===== config.mk =====
export PLATFORM = sky130hd
export DESIGN_NAME = hazard_scoreboard
export DESIGN_NICKNAME = d
export VERILOG_FILES = /design/src/rtl/hazard_scoreboard.sv
export SDC_FILE = /design/constraint.sdc
export NUM_CORES = 1
export LEC_CHECK = 0
export ABC_CLOCK_PERIOD_IN_PS = 3410
export BUFFER_PORTS_ARGS = -buffer_cell sky130_fd_sc_hd__clkbuf_2
export CORE_MARGIN = 4
export CORE_UTILIZATION = 39
export DETAILED_ROUTE_END_ITERATION = 6
export HOLD_SLACK_MARGIN = 0.1
export SLEW_MARGIN = 20
export SYNTH_ARGS = -nofsm -noshare
export SYNTH_HDL_FRONTEND = slang
export SYNTH_SLANG_ARGS = --single-unit

===== constraint.sdc =====
create_clock -name clk_i -period 3.41 [get_ports clk_i]
set_input_delay 0 -clock clk_i [delete_from_list [all_inputs] [get_ports clk_i]]
set_output_delay 0 -clock clk_i [all_outputs]
set_load 0.1 [all_outputs]

===== src/rtl/hazard_scoreboard.sv =====
// Pipeline hazard scoreboard: tracks in-flight destination registers from X to W and
// derives operand forwarding selects, load-use/no-forward stalls and a stall-cycle counter.
module hazard_scoreboard #(
   parameter int NUM_STAGES = 3,
   parameter int REG_ADDR_W = 5,
   parameter int FWD_EN     = 1,
   parameter int LOAD_STAGE = 1,
   parameter int CNT_W      = 16,
   localparam int SEL_W     = $clog2(NUM_STAGES + 1)
) (
   input  logic                  clk_i,
   input  logic                  rst_n_i,
   input  logic                  d_valid_i,
   input  logic [REG_ADDR_W-1:0] d_rs1_i,
   input  logic                  d_rs1_used_i,
   input  logic [REG_ADDR_W-1:0] d_rs2_i,
   input  logic                  d_rs2_used_i,
   input  logic [REG_ADDR_W-1:0] d_rd_i,
   input  logic                  d_wen_i,
   input  logic                  d_is_load_i,
   input  logic                  flush_i,
   input  logic                  ext_stall_i,
   output logic                  issue_o,
   output logic                  stall_o,
   output logic [SEL_W-1:0]      rs1_fwd_sel_o,
   output logic [SEL_W-1:0]      rs2_fwd_sel_o,
   output logic [NUM_STAGES-1:0] stage_valid_o,
   output logic [CNT_W-1:0]      stall_cnt_o
);

   logic [NUM_STAGES-1:0] st_valid;
   logic [NUM_STAGES-1:0] st_wen;
   logic [NUM_STAGES-1:0] st_load;
   logic [REG_ADDR_W-1:0] st_rd [NUM_STAGES];
   logic [CNT_W-1:0]      stall_cnt;

   logic [REG_ADDR_W-1:0] src [2];
   logic [1:0]            src_used;
   logic [SEL_W-1:0]      sel [2];
   logic                  hazard;
   logic                  hit;
   logic                  hit_load;
   int                    hit_k;
   logic                  hz;
   logic                  hz_stall;

   assign src[0]      = d_rs1_i;
   assign src[1]      = d_rs2_i;
   assign src_used[0] = d_rs1_used_i;
   assign src_used[1] = d_rs2_used_i;

   // Youngest-match search per source operand; scanning old to young lets the youngest overwrite.
   always_comb begin
      hazard   = 1'b0;
      hit      = 1'b0;
      hit_load = 1'b0;
      hit_k    = 0;
      hz       = 1'b0;
      sel[0]   = {SEL_W{1'b0}};
      sel[1]   = {SEL_W{1'b0}};
      for (int s = 0; s < 2; s++) begin
         hit      = 1'b0;
         hit_load = 1'b0;
         hit_k    = 0;
         for (int k = NUM_STAGES - 1; k >= 0; k--) begin
            if (src_used[s] && (src[s] != {REG_ADDR_W{1'b0}}) && st_valid[k] && st_wen[k]
                && (st_rd[k] == src[s])) begin
               hit      = 1'b1;
               hit_load = st_load[k];
               hit_k    = k;
            end else begin
               hit      = hit;
            end
         end
         if (FWD_EN == 0) begin
            hz = hit;
         end else begin
            hz = hit & hit_load & (hit_k < LOAD_STAGE);
         end
         hazard = hazard | hz;
         if (hit && !hz) begin
            sel[s] = SEL_W'(hit_k + 1);
         end else begin
            sel[s] = {SEL_W{1'b0}};
         end
      end
   end

   // A flushed decode slot is discarded, so it never counts as a hazard stall.
   assign hz_stall      = d_valid_i & hazard & ~flush_i;
   assign issue_o       = ~ext_stall_i & d_valid_i & ~hazard & ~flush_i;
   assign stall_o       = ext_stall_i | hz_stall;
   assign rs1_fwd_sel_o = sel[0];
   assign rs2_fwd_sel_o = sel[1];
   assign stage_valid_o = st_valid;
   assign stall_cnt_o   = stall_cnt;

   // Scoreboard shift register and saturating stall counter; everything freezes on ext_stall_i.
   always_ff @(posedge clk_i or negedge rst_n_i) begin
      if (!rst_n_i) begin
         st_valid  <= {NUM_STAGES{1'b0}};
         st_wen    <= {NUM_STAGES{1'b0}};
         st_load   <= {NUM_STAGES{1'b0}};
         stall_cnt <= {CNT_W{1'b0}};
         for (int k = 0; k < NUM_STAGES; k++) begin
            st_rd[k] <= {REG_ADDR_W{1'b0}};
         end
      end else if (!ext_stall_i) begin
         for (int k = NUM_STAGES - 1; k > 0; k--) begin
            st_valid[k] <= st_valid[k-1];
            st_wen[k]   <= st_wen[k-1];
            st_load[k]  <= st_load[k-1];
            st_rd[k]    <= st_rd[k-1];
         end
         st_valid[0] <= issue_o;
         st_wen[0]   <= issue_o & d_wen_i;
         st_load[0]  <= issue_o & d_is_load_i;
         st_rd[0]    <= issue_o ? d_rd_i : {REG_ADDR_W{1'b0}};
         if (hz_stall && !(&stall_cnt)) begin
            stall_cnt <= stall_cnt + {{(CNT_W-1){1'b0}}, 1'b1};
         end else begin
            stall_cnt <= stall_cnt;
         end
      end else begin
         stall_cnt <= stall_cnt;
      end
   end

endmodule


======== After elaboration in Yosys (flattened, before gate mapping) ========
Index checks and enable logic that the tools add are counted.
storage, ports and cells
  output and inout port bits .............. 25
  register bits after elaboration ......... 40
  word-level logic and storage cells ...... 85
operators by class
  reductions and logical operators ........ 30
  bitwise logic cells ..................... 16
  muxes and demuxes ....................... 21
  equality and inequality tests ........... 6
  $add $sub $neg .......................... 3
  order comparisons ....................... 2
operators by type and width
  kind                                                                            count
  32-bit by 2-bit less-than comparator with 1-bit output (second input constant)  2
  32-bit 2-to-1 mux                                                               2
  5-bit equality test                                                             6
  1-bit logical AND                                                               23
  16-bit by 1-bit adder with 16-bit output (second input constant)                1
  16-bit AND reduction                                                            1
  1-bit 2-to-1 mux                                                                12
  2-bit 2-to-1 mux                                                                6
  1-bit bitwise AND                                                               11
  5-bit nonzero test                                                              2
  5-bit 2-to-1 mux                                                                1
  2-bit adder (second input constant)                                             2
  1-bit zero test                                                                 3
  1-bit NOT                                                                       3
  1-bit bitwise OR                                                                2
  2-bit AND reduction                                                             1

======== Depth between registers and ports, before layout ========
  depth after elaboration ................. 15
  gate-level depth with buffers ........... 12
  depth with buffers taken out ............ 10

======== Worst setup path before layout ========
OpenSTA, ideal clock, no wires.
  path type ............................... register to output
  from .................................... register st_valid[2] (netlist: stage_valid_o[2])
  to ...................................... output stall_o
  stages on the path, launching flop included .. 8
  path slack .............................. -301 ps
  path buffers ............................ 1
  arrival ................................. 3711 ps
  path through ............................ dfrtp_1 -> nand3_1 -> or2_2 -> a2111oi_0 -> o311a_4 -> a21oi_4 -> buf_6 -> o21bai_1
between the ends
  cells in the longest elaborated chain, start to end .. 12
ends and longest elaborated chain
  what                                                                                         RTL line  text
  start, declared                                                                              31        logic [NUM_STAGES-1:0] st_valid;
  start signal, assigned                                                                       101       st_valid <= {NUM_STAGES{1'b0}};
  start signal, assigned by index                                                              110       st_valid[k] <= st_valid[k-1];
  1-bit logical AND (2 in series)                                                              66        if (src_used[s] && (src[s] != {REG_ADDR_W{1'b0}}) && st_valid[k] && st_wen[k]
  1-bit logical AND                                                                            67        && (st_rd[k] == src[s])) begin
  2-bit 2-to-1 mux or 1-bit 2-to-1 mux (tied branches)                                         66
  2-bit 2-to-1 mux (tied with other cells) (2 in series)                                       66
  32-bit by 2-bit less-than comparator with 1-bit output or 1-bit bitwise AND (tied branches)  78        hz = hit & hit_load & (hit_k < LOAD_STAGE);
  1-bit bitwise AND                                                                            78
  1-bit bitwise OR (*)                                                                         80        hazard = hazard | hz;
  1-bit bitwise AND (*) (2 in series)                                                          90        assign hz_stall = d_valid_i & hazard & ~flush_i;
  1-bit bitwise OR (*)                                                                         92        assign stall_o = ext_stall_i | hz_stall;
  end, declared                                                                                24        output logic stall_o,
Every way passes the cells marked *; elsewhere a longest branch is shown, timed or not.

======== Worst setup path in the final report ========
  from .................................... register st_rd[5] (netlist bit)
  to ...................................... output stall_o
between the ends
  cells in the longest elaborated chain, start to end .. 10
ends and longest elaborated chain
  what                                                                                         RTL line  text
  start, declared                                                                              34        logic [REG_ADDR_W-1:0] st_rd [NUM_STAGES];
  start signal, assigned by index                                                              106       st_rd[k] <= {REG_ADDR_W{1'b0}};
  start signal, assigned by index                                                              113       st_rd[k] <= st_rd[k-1];
  5-bit equality test                                                                          67
  1-bit logical AND                                                                            67
  2-bit 2-to-1 mux (tied with other cells) (2 in series)                                       66
  32-bit by 2-bit less-than comparator with 1-bit output or 1-bit bitwise AND (tied branches)  78
  1-bit bitwise AND                                                                            78
  1-bit bitwise OR (*)                                                                         80
  1-bit bitwise AND (*) (2 in series)                                                          90
  1-bit bitwise OR (*)                                                                         92
Marked as above.

==> summary.md <==
| Metric | Value |
|---|---|
| RSZ-0062 raised after global routing | false |
| # IOs | between 40 and 50 |
| Fin crit period | between 3000 and 4000 ps |
| Core area | 5886 sq um |
| Die H | between 80 and 90 microns |
| CP required | roughly 3400 ps |
| Pwr dens | 383.5 nW/um^2 |
| Post-synthesis sequential area ratio | ~43% |
| CTS Hold Bufs | 8 |
| TritonCTS clock tree | done |
| Fin. Hold Viols | 0 |
| Proportion of layout cells with a drive suffix above 1 | between 30% and 40% |
| Clk_lat worst skew | approximately 290 ps |
| Iter 0 DRT Violations | 95 |
| Internal reg-to-reg setup slack | roughly 600 ps |
| Vias in the first global route | roughly 1,800 |
| Starting Density | about two fifths |
| Detailed Routing Iterations Pass 1 | 4 |
| Most common cell after layout, fill and taps aside | clkbuf_2 |
| Placed Cells incl. Taps | ~330 |
| Data arrival time of the worst path | 3020 ps |
| Final hold slack | approximately 320 ps |
| Final non-filler cell area | 2854 sq um |
| Tcrit/Tclk final | between 80 and 90% |
| Worst setup EP type | output port |
| Aggregate global routing overflow | 0 |
| Buf+Inv Stages, Crit Path | 2 |
| WS Path Type | reg -> out |
| Nets | 300 |
| Max clock buf depth | 2 |
| Final ANT Viol Nets | 0 |
| Syn Nets | between 200 and 250 |
| Outcome | completed |
| Biggest area consumer among synthesized cells | dfrtp_1 |
| Drt drc | 0 |
| Netlist cell types | 46 |
| Maximum fanout along the worst path | 16 |
| Die Width | ~86 microns |
| Clock Sinks | 40 |
| Setup violations, final | 0 |
| Routed vias/inst | ~5.2 |
| Post-CTS sizing | 0 |
| Final Non-Filler Cells | around 350 |
| CP max stage cell | nor4_1 |
| Routed wire length per instance | 15.17 microns |
| Synth top area share | between 40% and 50% |
| Leakage power | between 1 and 1.5 nW |
| Core Rows | 28 |
| Syn. warnings | 0 |
| Slew at the pin closest to its max-slew limit | between 800 and 900 ps |
| P&R area growth vs syn | 21.20% |
| TritonCTS Buffers | 5 |
| Max-slew headroom | 41.44% |
| Gr usage total | between 15 and 20% |
| Critical path startpoint category | flop |
| Final GP Congestion | about 0.8 |
| Final worst clock skew | between 8 and 9 ps |
| Setup TNS | 0 ps |
| Max-cap violations | 0 |
| Register bit count reported by yosys | 40 |
| Die area | ~7300 sq um |
| Cell chain of the critical path | xnor2_1 > nand4_1 > nor4_1 > nor2_1 > nand2_1 > ha_1 > o311a_4 > a21oi_4 > buf_4 > o21bai_2 > clkbuf_2 |
| Final Max Slew Viols | 0 |
| Crit path max-delay family | simple AND/OR/NAND/NOR gates |
| Synth area leaders | dfrtp_1 43%, xnor2_1 10%, mux2_2 7.7% |
| PortBufs | 48 |
| Final wirelength | between 5 and 6 mm |
| DR vias | roughly 1,800 |
| CTS Root Buffer Type | clkbuf_8 |
| Syn Area/Cell | 10.90 sq um |
| Number of H-tree levels | 2 |
| Final HPWL DP | between 4 and 5 mm |
| Commonest non-fill, non-tap cells in the layout | 46 x clkbuf_2, 40 x dfrtp_1, 28 x xnor2_1 |
| Inserted Diodes | 0 |
| First-pass GRT wire length | a little under 9 mm |
| Synth Cell Area | around 2400 sq um |
| Largest stage delay, worst path | between 500 and 600 ps |
| Hold WC Path Type | in -> reg |
| Clk slew on worst S/H paths | roughly 80 ps |
| Placed inst area | ~2700 sq um |
| Setup Fix Bufs, Post-CTS | 0 |
| Initial antenna violation count | 0 |
| Worst vdd ir | roughly 0.00019 V |
| Pin count of the biggest net entering global routing | 41 |
| Mapped Cells | 216 |
| FMAX | approximately 0.33 GHz |
==> kinds of logic (layout without fill, tap and decap cells) <==
group           Yosys count  after routing  synth area share [%]
compound gates           20             20                 8.024
fa+ha+maj                 3              3                 1.594
buf+inv                   7             65                 1.859
simple gates             84             84                 20.99
mux                      17             17                 8.289
xor+xnor                 45             45                 16.74
flops                    40             40                 42.51
==> path summary, 6_finish.rpt <==
kind | from | endpoint | depth (start not counted)
max in group asynchronous | rst_n_i | st_rd[3]$_DFFE_PN0N_ | 2
min in group asynchronous | rst_n_i | stall_cnt_o[0]$_DFFE_PN0P_ | 2
max | st_rd[5]$_DFFE_PN0N_ | stall_o | 11
min reg2reg | stall_cnt_o[9]$_DFFE_PN0P_ | stall_cnt_o[9]$_DFFE_PN0P_ | 1
max reg2reg | st_rd[5]$_DFFE_PN0N_ | stall_cnt_o[1]$_DFFE_PN0P_ | 11
min | d_valid_i | stall_cnt_o[11]$_DFFE_PN0P_ | 6
==> final cells by class <==
type / count / area, sq um
clock buffer: 5 / 68.82
clock inverter: 3 / 42.54
fill: 560 / 3032
multi-input combinational: 169 / 1318
sequential: 40 / 1001
tap: 75 / 93.84
timing repair buffer: 57 / 330.3
==> cell usage after synthesis, drive strengths merged <==
cell type  number
o21ai           3
or4b            1
clkbuf          4
nor2b           1
nor4b           1
nor4            6
o211ai          1
nor3b           7
nand3          11
nand2          13
nor3            5
o221ai          1
o31ai           1
nand4           6
o21bai          1
a2111oi         1
o311a           1
buf             3
mux2           17
or3             2
a21o            1
xnor2          28
or2             2
o21a            1
a21oi           2
and4            2
nor2           11
xor2           17
or4             3
and2            3
nand2b          2
a22o            7
dfrtp          40
ha              3
and3            8
==> tightest hold or removal path, cell delays in order <==
cell	delay, ps
clkbuf_2	80
nand2b_1	90
nor2_1	100
nand4_1	110
nor3_1	50
xor2_1	130
==> stage by stage <==
stage | setup slack (ps) | total power, mW | util, %
after floorplan | 5.391 | 0.6514 | -
after global placement | 687.1 | 0.7075 | 45.24
after detailed placement | 596.1 | 0.7097 | 45.24
after CTS | 367.6 | 1.107 | 48.49
after global routing | 84.92 | 1.147 | 48.49
final | 391.5 | 1.094 | 48.49
==> layer usage <==
layer,GRT usage [%],wire [microns]
met5,0,0
met4,4.460,73
met3,2.498,163
met2,23.45,2362
met1,22.03,2697
==> power breakdown <==
group / switching, mW / internal [mW]
registers: 0.0305 / 0.497
clock network: 0.172 / 0.217
logic: 0.105 / 0.0728
total: 0.308 / 0.786
==> state kept, by name, summed over array words and instances (netlist names) <==
register and count:
stall_cnt_o 16, st_load 3, st_wen 3, stage_valid_o 3
st_rd 15
(Power assumes the default switching activity.)
